$ cat config.mk
export PLATFORM = sky130hd
export DESIGN_NAME = scroll_sequencer
export DESIGN_NICKNAME = d
export VERILOG_FILES = /design/src/rtl/scroll_sequencer.sv
export SDC_FILE = /design/constraint.sdc
export NUM_CORES = 1
export LEC_CHECK = 0
export BUFFER_PORTS_ARGS = -buffer_cell sky130_fd_sc_hd__buf_2
export CORE_ASPECT_RATIO = 1.4
export CORE_MARGIN = 2
export CORE_UTILIZATION = 33
export DETAILED_ROUTE_END_ITERATION = 12
export PLACE_DENSITY = 0.7
export SLEW_MARGIN = 20
export SYNTH_ARGS = -nofsm -noshare
export SYNTH_HDL_FRONTEND = slang
export SYNTH_SLANG_ARGS = --single-unit
export TNS_END_PERCENT = 100
$ cat constraint.sdc
create_clock -name clk -period 2.4 [get_ports clk]
set_clock_uncertainty 0.15 [all_clocks]
set_input_delay 0.12 -clock clk [delete_from_list [all_inputs] [get_ports clk]]
set_output_delay 0.12 -clock clk [all_outputs]
set_load 0.02 [all_outputs]
$ cat src/rtl/scroll_sequencer.sv
// Purpose: song scroll sequencer; fetches 32-note chunks and paces display shift strobes by tempo (optional SCROLL_FAST_EN adds a 'fast' halve-tempo input).
// Latency: load one cycle after the accepted chunk_valid; scroll one cycle after the step's final divider cycle.
// Backpressure: FETCH waits indefinitely for chunk_valid; pause freezes PLAY; start is ignored while busy.
module scroll_sequencer #(
  parameter int SONG_CHUNKS = 8,
  parameter int TEMPO_W     = 16,
  localparam int IDX_W      = $clog2(SONG_CHUNKS)
) (
  input  logic               clk,
  input  logic               n_rst,
  input  logic               start,
  input  logic               pause,
  input  logic [TEMPO_W-1:0] tempo,
`ifdef SCROLL_FAST_EN
  input  logic               fast,
`endif
  output logic               chunk_req,
  output logic [IDX_W-1:0]   chunk_idx,
  input  logic               chunk_valid,
  input  logic [31:0]        chunk1,
  input  logic [31:0]        chunk2,
  output logic [31:0]        notes1,
  output logic [31:0]        notes2,
  output logic               load,
  output logic               scroll,
  output logic [4:0]         beat_cnt,
  output logic               busy,
  output logic               done
);

  typedef enum logic [1:0] {
    S_IDLE  = 2'd0,
    S_FETCH = 2'd1,
    S_PLAY  = 2'd2,
    S_DONE  = 2'd3
  } state_t;

  localparam logic [IDX_W-1:0] LAST_IDX = IDX_W'(SONG_CHUNKS - 1);

  state_t             state_q, state_d;
  logic [IDX_W-1:0]   idx_q, idx_d;
  logic [4:0]         beat_q, beat_d;
  logic [TEMPO_W-1:0] div_q, div_d;
  logic [31:0]        notes1_q, notes1_d;
  logic [31:0]        notes2_q, notes2_d;
  logic               load_q, load_d;
  logic               scroll_q, scroll_d;

  logic [TEMPO_W-1:0] eff_tempo;
  logic [TEMPO_W-1:0] step_limit;

  // Last divider value of a step: max(period,1)-1; '>=' in the FSM lets a shortened tempo fire at once.
  always_comb begin
    eff_tempo = tempo;
`ifdef SCROLL_FAST_EN
    if (fast) eff_tempo = tempo >> 1;
`endif
    step_limit = (eff_tempo == '0) ? '0 : eff_tempo - TEMPO_W'(1);
  end

  // State register and all datapath registers, cleared asynchronously.
  always_ff @(posedge clk or negedge n_rst) begin
    if (!n_rst) begin
      state_q  <= S_IDLE;
      idx_q    <= '0;
      beat_q   <= '0;
      div_q    <= '0;
      notes1_q <= '0;
      notes2_q <= '0;
      load_q   <= 1'b0;
      scroll_q <= 1'b0;
    end else begin
      state_q  <= state_d;
      idx_q    <= idx_d;
      beat_q   <= beat_d;
      div_q    <= div_d;
      notes1_q <= notes1_d;
      notes2_q <= notes2_d;
      load_q   <= load_d;
      scroll_q <= scroll_d;
    end
  end

  // Next-state logic: song start, chunk fetch, tempo-paced stepping and chunk advance.
  always_comb begin
    state_d  = state_q;
    idx_d    = idx_q;
    beat_d   = beat_q;
    div_d    = div_q;
    notes1_d = notes1_q;
    notes2_d = notes2_q;
    load_d   = 1'b0;
    scroll_d = 1'b0;
    case (state_q)
      S_IDLE, S_DONE: begin
        if (start) begin
          state_d = S_FETCH;
          idx_d   = '0;
          beat_d  = '0;
          div_d   = '0;
        end
      end
      S_FETCH: begin
        // Only FETCH accepts chunk data; stray acks elsewhere leave notes untouched.
        if (chunk_valid) begin
          notes1_d = chunk1;
          notes2_d = chunk2;
          load_d   = 1'b1;
          state_d  = S_PLAY;
        end
      end
      S_PLAY: begin
        if (!pause) begin
          if (div_q >= step_limit) begin
            scroll_d = 1'b1;
            div_d    = '0;
            beat_d   = beat_q + 5'd1;
            // 32nd step of the chunk still scrolls, then moves on.
            if (beat_q == 5'd31) begin
              if (idx_q == LAST_IDX) begin
                state_d = S_DONE;
              end else begin
                idx_d   = idx_q + IDX_W'(1);
                state_d = S_FETCH;
              end
            end
          end else begin
            div_d = div_q + TEMPO_W'(1);
          end
        end
      end
      default: state_d = S_IDLE;
    endcase
  end

  assign chunk_req = (state_q == S_FETCH);
  assign busy      = (state_q == S_FETCH) || (state_q == S_PLAY);
  assign done      = (state_q == S_DONE);
  assign chunk_idx = idx_q;
  assign beat_cnt  = beat_q;
  assign notes1    = notes1_q;
  assign notes2    = notes2_q;
  assign load      = load_q;
  assign scroll    = scroll_q;

endmodule

== Word level (Yosys, flattened, before mapping) ==
Cells that the tools add are included.

* Add/subtract/negate cells: 4
* Magnitude comparators: 1
* Equal/unequal tests: 11
* Mux-type cells: 27
* Reduce and logical (&&, ||, !) cells: 10

{| class="wikitable"
|+ Operator list
! kind !! count
|-
| two-way mux 16 bit || 4
|-
| case mux 16 bit (2 select lines) || 1
|-
| adder 16 x 1 -> 16 bit (second input constant) || 1
|-
| >= comparator 16 bit || 1
|-
| zero test 16 bit || 1
|-
| subtractor 16 x 1 -> 16 bit (second input constant) || 1
|-
| two-way mux 3 bit || 5
|-
| two-way mux 5 bit || 3
|-
| two-way mux 2 bit || 6
|-
| inequality test 2 bit (second input constant) || 5
|-
| case mux 5 bit (2 select lines) || 1
|-
| case mux 2 bit (3 select lines) || 1
|-
| case mux 3 bit (2 select lines) || 1
|-
| AND reduction 6 bit || 1
|-
| adder 5 x 1 -> 5 bit (second input constant) || 1
|-
| == test 5 bit (second input constant) || 1
|-
| two-way mux 1 bit || 5
|-
| AND reduction 5 bit || 1
|-
| == test 2 bit (second input constant) || 2
|-
| AND reduction 4 bit || 1
|-
| adder 3 x 1 -> 3 bit (second input constant) || 1
|-
| == test 3 bit (second input constant) || 1
|-
| AND reduction 3 bit || 1
|-
| == test 2 x 1 -> 1 bit (second input constant) || 1
|-
| 6 further kinds || 6
|}

* Flip-flop bits (word level): 92
* Input port bits: 85
* Output and inout port bits: 77
* Logic and storage cells: 61

== Depth between registers and ports, before layout ==
Gate-level depths: netlist of run 1.

* Depth in word-level cells: 6
* Mapped depth: 16
* Mapped depth without buffers: 15

== Least setup slack after synthesis of run 1 ==
OpenSTA, ideal clock, no wires.

* Kind: in2reg
* Start point: in tempo[9]
* End point: reg div_q[0]
* Setup time: 0.125 ns
* Data arrival time: 3.207 ns
* Required time: 2.125 ns
* Setup slack: -1.082 ns
* Stages on the path: 14
* Path buffers: 1
* Path through: or4_4 -> or3_4 -> nand2b_4 -> or3_4 -> nor3_2 -> a21oi_1 -> ha_1 -> nand2_1 -> nor4_1 -> o311ai_1 -> nand4_1 -> clkbuf_1 -> nor2_1 -> mux2_2

* Longest elaborated chain between the ends: 6
* Elaborated cells between the ends (all ways): 7
* Classes of those cells: 1 x add/sub; 1 x order compare; 4 x mux; 1 x reduce/logical

{| class="wikitable"
|+ RTL lines
! element !! line !! RTL
|-
| start: declaration || 13 || <nowiki>input logic [TEMPO_W-1:0] tempo,</nowiki>
|-
| subtractor 16 x 1 -> 16 bit / zero test 16 bit (equally long branches) || 58 || <nowiki>step_limit = (eff_tempo == '0) ? '0 : eff_tempo - TEMPO_W'(1);</nowiki>
|-
| two-way mux 16 bit (*) || 58 ||
|-
| >= comparator 16 bit (*) || 114 || <nowiki>if (div_q >= step_limit) begin</nowiki>
|-
| two-way mux 16 bit (*) || 114 ||
|-
| two-way mux 16 bit (*) || 113 || <nowiki>if (!pause) begin</nowiki>
|-
| case mux 16 bit (2 select lines) (*) || 94 || <nowiki>case (state_q)</nowiki>
|-
| end signal: assignment || 76 || <nowiki>div_q <= div_d;</nowiki>
|-
| end: declaration || 43 || <nowiki>logic [TEMPO_W-1:0] div_q, div_d;</nowiki>
|}

Mark *: on every way between the ends. The rest lies on a longest branch, timed or not. The select of a mux whose other input is x is not followed.
A chain may end at the register's enable or synchronous reset.

== Worst setup path after layout of run 1 ==
* Start point: in tempo[9]
* End point: reg state_q[1]

* Longest elaborated chain between the ends: 5
* Elaborated cells between the ends (all ways): 6
* Classes of those cells: 1 x add/sub; 1 x order compare; 1 x eq/ne; 1 x mux; 2 x reduce/logical

{| class="wikitable"
|+ RTL lines
! element !! line !! RTL
|-
| subtractor 16 x 1 -> 16 bit / zero test 16 bit (equally long branches) || 58 ||
|-
| two-way mux 16 bit (*) || 58 ||
|-
| >= comparator 16 bit (*) || 114 ||
|-
| inequality test 2 bit (no source line) (*) || - ||
|-
| AND reduction 5 bit (no source line) (*) || - ||
|-
| end signal: assignment || 73 || <nowiki>state_q <= state_d;</nowiki>
|-
| end: declaration || 40 || <nowiki>state_t state_q, state_d;</nowiki>
|}

Mark *: on every way between the ends. The rest lies on a longest branch, timed or not.

==> metrics.txt, run 1 <==
Post-Syn Area 0.00458 mm^2; hpwl dp 8.93 mm; GRT overflow 0; number of global-route vias before repair 4358; R2R Setup Slk 0.01 ns; Placeable Area 0.0135 mm^2; status finished, violations left; CP arrival 3.23 ns; Synth async-reset ratio 100%; site row count 50; CTS buffer count 9; crit-path cells buf_6, or4_4, or3_4, nor4_4, buf_4, nand3_2, mux2i_2, ha_1, nand2_2, nor2_1, a211oi_2, nand4_1, buf_6, o2111ai_2, mux2_2; CP Class input pin to register; Reg2Reg Depth 6; Synthesized Nets 501; final hold slack 0.177 ns; final setup violating endpoints 27; Die Wd 104 um; failing checks negative setup slack; largest net degree at the start of global routing 54; Crit path depth 15; total wire length 12.8 mm; hold depth 4; max cap viols 0; post-synth cell types 41; CP Buf/Inv Count 3; #FFs+latches synth 92; Max clock buf depth 2; yosys warns 0; worst min-delay path class input pin to register; total die area 0.0148 mm^2; fillers 1141; DRT Pass-1 Iters 4; final cell count without fillers 856; number of hold violations in the final report 0; Initial Util 34.0%; share of cells above drive strength 1 47.4%; all-layer global routing usage 17.2%; final period utilization 131%; H-tree Lvls 3; Clock transition at path regs 0.07 ns; Layout area overhead 55.0%; minimum clock period 3.15 ns; Slowest-stage cell, CP or4_4; fmax 0.317 GHz; Slew HR 52.8%; first-pass GRT wire length 20.8 mm; Synth Flop Type dfrtp_1; Cells after Synth 389; Power Dens Cells 1030 mW/mm^2; number of flops mapped to enable cells by yosys 0; Sum Neg Setup Slack -18.41 ns; Reg area 0.00230 mm^2; Starting DRT DRC Count 131; sequential element share of the synthesized area 50.3%; Slew @ Worst Pin 0.708 ns; critical path's largest stage delay 0.52 ns; final net count 780; VDD IR max 0.000600 V; dpl ws -1.15 ns; initial antenna violation count 0; die extent in y 143 um; RSZ-0062 raised after global routing true; Crit path top cell by count buf_6; drt wl/cell 14.9 um; Multi-input gate area 0.00227 mm^2; Detail Route Antenna Nets 0; Syn Area/Cell 11.8 um^2; CP max FO 10; CTS Root Cell clkbuf_16; number of instances in the placed design 770; Final GP Congestion 0.810; clock sinks 92; Worst setup EP type register; CTS tree done; DRC errors left 0; Vias 4000; leak pwr 3.52 nW; I/O Pins 162; DR vias/cell 4.67; crit-path leading delay family simple AND/OR/NAND/NOR gates; Clock Latency Late Sink 0.33 ns; max-slew violation count 0; setup slack after layout -0.755 ns; critical path required time 2.47 ns; IO buf count 161; startpoint types input pin
cells by family after synthesis:
kind of cell | count (synthesis) | synth area share (%)
AO/OA/AOI/OAI | 35 | 5.41
multiplexers | 71 | 17.4
buffers and inverters | 24 | 2.00
AND/OR/NAND/NOR | 118 | 13.3
adder cells (fa/ha/maj) | 27 | 7.38
XOR/XNOR | 22 | 4.21
flip-flops | 92 | 50.3
cell usage in the layout, fill, tap and decap left out, drive strengths merged, types with 5 or more instances in the layout:
master,instances
clkbuf,10
nor3,10
nand3,5
inv,14
nor2,31
a21oi,9
mux2,67
xor2,9
o21ai,7
dlygate4sd3,66
dfrtp,92
nand2b,6
ha,27
and3,9
nor2b,8
nand2,33
buf,213
xnor2,13
where the power goes:
group          switching (W)  internal (W)  leakage, nW  total, W
clock network       0.000600      0.000817        0.143   0.00142
logic                0.00189       0.00155         2.24   0.00344
registers           0.000305       0.00214         1.14   0.00245
state kept, by name, indices dropped and copies added (netlist names):
signal     count
notes1        32
state_q        2
load           1
scroll         1
notes2        32
chunk_idx      3
beat_cnt       5
div_q         16
what timing repair did:
action	in CTS	in global routing
gates cloned	0	0
resized for setup	9	6
setup endpoints to repair	27	27
hold buffers	66	0
pin swaps	3	2
buffers inserted	2	1
endpoints found under the hold margin	117	0
path summary, 6_finish.rpt:
check | startpoint | end
max | tempo[9] | state_q[1]
min | chunk_valid | state_q[1]
max reg2reg | state_q[1] | chunk_idx[0]
min reg2reg | notes2[16] | notes2[16]
max in group asynchronous | n_rst | notes2[27]
min in group asynchronous | n_rst | state_q[0]
area by class of cell:
| type | count | share of cell area [%] |
|---|---|---|
| inverter | 13 | 0.688 |
| clock inverter | 6 | 1.02 |
| sequential | 92 | 32.5 |
| antenna | 1 | 0.0353 |
| timing repair buffer | 279 | 27.3 |
| multi-input combinational | 273 | 32.1 |
| clock buffer | 10 | 3.23 |
| tap | 182 | 3.21 |
through the flow:
stage	util, %	total power (W)	cell area [um^2]
after floorplan	-	0.00445	4650
after global placement	44.9	0.00566	6040
after detailed placement	44.9	0.00577	6040
after CTS	52.5	0.00736	7060
after global routing	52.7	0.00773	7090
final	52.7	0.00730	7090
worst min-delay path: cells and delay by family:
family,cells,cell delay [ns]
compound gates,1,0.10
mux,1,0.15
simple gates,1,0.14
buf+inv,1,0.11
cell usage after synthesis (all sizes together) (4+ instances only):
cell	instances	share of area [%]
dfrtp	92	50
ha	27	7.4
mux2i	4	0.88
nand4	4	0.55
a21oi	9	0.98
clkbuf	10	0.82
mux2	67	16
nor2b	8	1.1
inv	13	1.1
o21ai	7	0.77
and3	9	1.2
and2	4	0.55
nand3	5	0.55
a22o	4	0.77
xnor2	13	2.5
nand2b	6	0.98
nor2	31	2.5
nor4	4	1.0
nand2	33	2.7
xor2	9	1.7
nor3	10	1.2
routing by layer:
layer / routed length [um] / global-route usage [%]
met5: 0 / 0
met4: 238 / 7.11
met3: 550 / 3.54
met2: 7030 / 32.5
met1: 4940 / 19.0
(Power assumes the default switching activity.)
==> run 2: changes to the inputs <==
--- a/config.mk
+++ b/config.mk
@@ -8,9 +8,9 @@
 export BUFFER_PORTS_ARGS = -buffer_cell sky130_fd_sc_hd__buf_2
 export CORE_ASPECT_RATIO = 1.4
 export CORE_MARGIN = 2
-export CORE_UTILIZATION = 33
+export CORE_UTILIZATION = 45
 export DETAILED_ROUTE_END_ITERATION = 12
-export PLACE_DENSITY = 0.7
+export PLACE_DENSITY = 0.87
 export SLEW_MARGIN = 20
 export SYNTH_ARGS = -nofsm -noshare
 export SYNTH_HDL_FRONTEND = slang
==> run 2 against run 1 <==
  * The run still ends with negative setup slack left
  * Flip-flop and latch count unchanged
  * First-iteration DRC count increased by 62%
  * Power decreased by 0.24%
  * Clock power about the same
  * Sequential power about the same
  * Setup slack got worse by 0.047 ns
  * Core utilization increased by 18 points
  * Clock-buffer cell count unchanged
  * Sequential share of layout area increased by 0.45 points
  * Die area decreased by 26%
  * Critical path depth unchanged
  * Critical path type unchanged
  * Largest cell class unchanged
  * Largest power group unchanged
==> metrics.txt, run 2 (synthesis results as in run 1) <==
all-layer global routing usage 23.2% (+6.0 points); initial antenna violation count 0 (unchanged); worst min-delay path class input pin to register; switching share of power 39.5% (+1.2 points); CTS buffer count 9 (unchanged); RSZ-0062 raised after global routing true; CP arrival 3.27 ns (+0.04 ns); R2R Setup Slk 0.04 ns (+0.03 ns); reg-to-reg startpoint div_q[9]; crit path capture beat_cnt[0]; met1 WL 4.86 mm (-1.7%); share of cells above drive strength 1 47.3% (-0.078 points); total wire length 12.9 mm (+0.82%); Clk network pwr share 19.1% (-0.3 points); leak pwr 3.51 nW (-0.25%); status finished, violations left; Antenna diodes 0 (-1); critical path required time 2.47 ns (about the same); Slew @ Worst Pin 0.569 ns (-0.139 ns); CP Class input pin to register; Slew HR 61.7% (+8.8 points); Power Dens Cells 1040 mW/mm^2 (+1.1%); number of hold violations in the final report 0 (unchanged); number of global-route vias before repair 4217 (-3.2%); Final GP Congestion 0.818 (+0.93%); CTS tree done; failing checks negative setup slack; worst setup path startpoint tempo[9]; CTS Root Cell clkbuf_16; clock sinks 92 (unchanged); DRT Pass-1 Iters 4 (unchanged); Reg area 0.00230 mm^2 (unchanged); Max clock buf depth 2 (unchanged); VDD IR max 0.000751 V (+25%); DRC errors left 0 (unchanged); Sum Neg Setup Slack -20.05 ns (-1.65 ns); final net count 779 (-0.13%); die extent in y 123 um (-14%); total die area 0.0110 mm^2 (-26%); Clock Latency Late Sink 0.33 ns (about the same); first-pass GRT wire length 19.6 mm (-5.5%); Detail Route Antenna Nets 0 (unchanged); Int Power 0.00441 W (-2.2%); Clock transition at path regs 0.07 ns (about the same); r2r endpoint div_q[0]; Hold Crit Start chunk_valid; I/O Pins 162 (unchanged); Reg power frac 33.9% (+0.4 points); final cell count without fillers 807 (-5.7%); Initial Util 46.2% (+12 points); GRT overflow 0 (unchanged); Multi-input gate area 0.00227 mm^2 (unchanged); fmax 0.312 GHz (-1.5%); fillers 695 (-39%); DR top layer met4; Met3 Wirelength 708 um (+29%); max-slew violation count 0 (unchanged); minimum clock period 3.20 ns (+0.0472 ns); DR vias/cell 5.00 (+6.9%); DR WL met2 7.02 mm (-0.18%); Layout area overhead 52.9%; final setup violating endpoints 27 (unchanged); sw power 0.00287 W (+2.9%); startpoint types input pin; final period utilization 133% (+2.0 points); setup slack after layout -0.802 ns (-0.0472 ns); commonest non-fill, non-tap cell in the layout buf_2; Worst setup EP type register; most frequent cells in the layout 158 x buf_2, 92 x dfrtp_1, 66 x dlygate4sd3_1; IO buf count 161 (unchanged); Vias 4033 (+0.83%); H-tree Lvls 3 (unchanged); Reg2Reg Depth 9 (+3); CP max FO 10 (unchanged); Comb power frac 47.1% (about the same); site row count 43 (-14%); Placeable Area 0.00990 mm^2 (-26%); Die Wd 89.2 um (-14%); max cap viols 0 (unchanged); number of instances in the placed design 718 (-6.8%); largest net degree at the start of global routing 66 (+22%); drt wl/cell 15.9 um (+6.9%); Starting DRT DRC Count 212 (+62%); hpwl dp 8.49 mm (-4.9%)
run 2: layer usage:
| metal | global-route usage [%] | vias to the layer above |
|---|---|---|
| met5 | 0 | - |
| met4 | 8.30 | 0 |
| met3 | 5.14 | 23 |
| met1 | 26.4 | 1942 |
| met2 | 41.9 | 149 |
| li1 | - | 1919 |
run 2: worst min path at each step:
| stage | end | slack [ns] | cells after the start |
|---|---|---|---|
| global route | load | 0.15 | 4 |
| detailed placement | state_q[0] | -0.04 | 1 |
| finish | load | 0.11 | 4 |
| CTS | load | 0.13 | 4 |
| floorplan | beat_cnt[0] | -0.33 | 0 |
| global placement | scroll | -0.05 | 1 |
run 2: area by class of cell:
class	count	area share [%]
inverters	13	0.698
clock inverters	6	0.787
clock buffers	10	3.42
flip-flops and latches	92	32.9
repair buffers	278	27.2
multi-input cells	273	32.5
well taps	135	2.42
run 2: stage by stage:
step	util, %	hold WS, ns	total power [W]	setup WS (ns)	area [um^2]
finish	70.7	0.114	0.00729	-0.802	6990
global placement	59.9	-0.0478	0.00557	-1.07	5930
floorplan	-	-0.326	0.00445	-0.891	4650
CTS	70.1	0.130	0.00724	-0.760	6940
detailed placement	59.9	-0.0407	0.00571	-1.17	5930
global route	70.7	0.146	0.00768	-0.905	6990
run 2: worst max-delay path: stages:
cell      delay, ns
buf_6          0.09
or4_4          0.53
or3_4          0.37
nor4_4         0.16
buf_4          0.17
nand3_1        0.08
mux2i_1        0.22
ha_1           0.30
nand2_2        0.12
o21ai_1        0.11
a211oi_2       0.24
nand4_1        0.16
buf_6          0.17
nand2_4        0.11
mux2_4         0.30
run 2: power by group through the flow:
stage / combinational [W] / sequential (W) / clock, W
floorplan: 0.00129 / 0.00315 / 0
global placement: 0.00314 / 0.00244 / 0
detailed placement: 0.00323 / 0.00248 / 0
CTS: 0.00335 / 0.00246 / 0.00142
global route: 0.00366 / 0.00253 / 0.00149
finish: 0.00343 / 0.00247 / 0.00139
run 2: timing repair:
item	4_1_cts	5_1_grt
buffers inserted	3	4
endpoints found under the hold margin	100	0
pin swaps	1	0
setup endpoints to repair	27	27
gates resized for setup	6	8
hold buffers	66	0
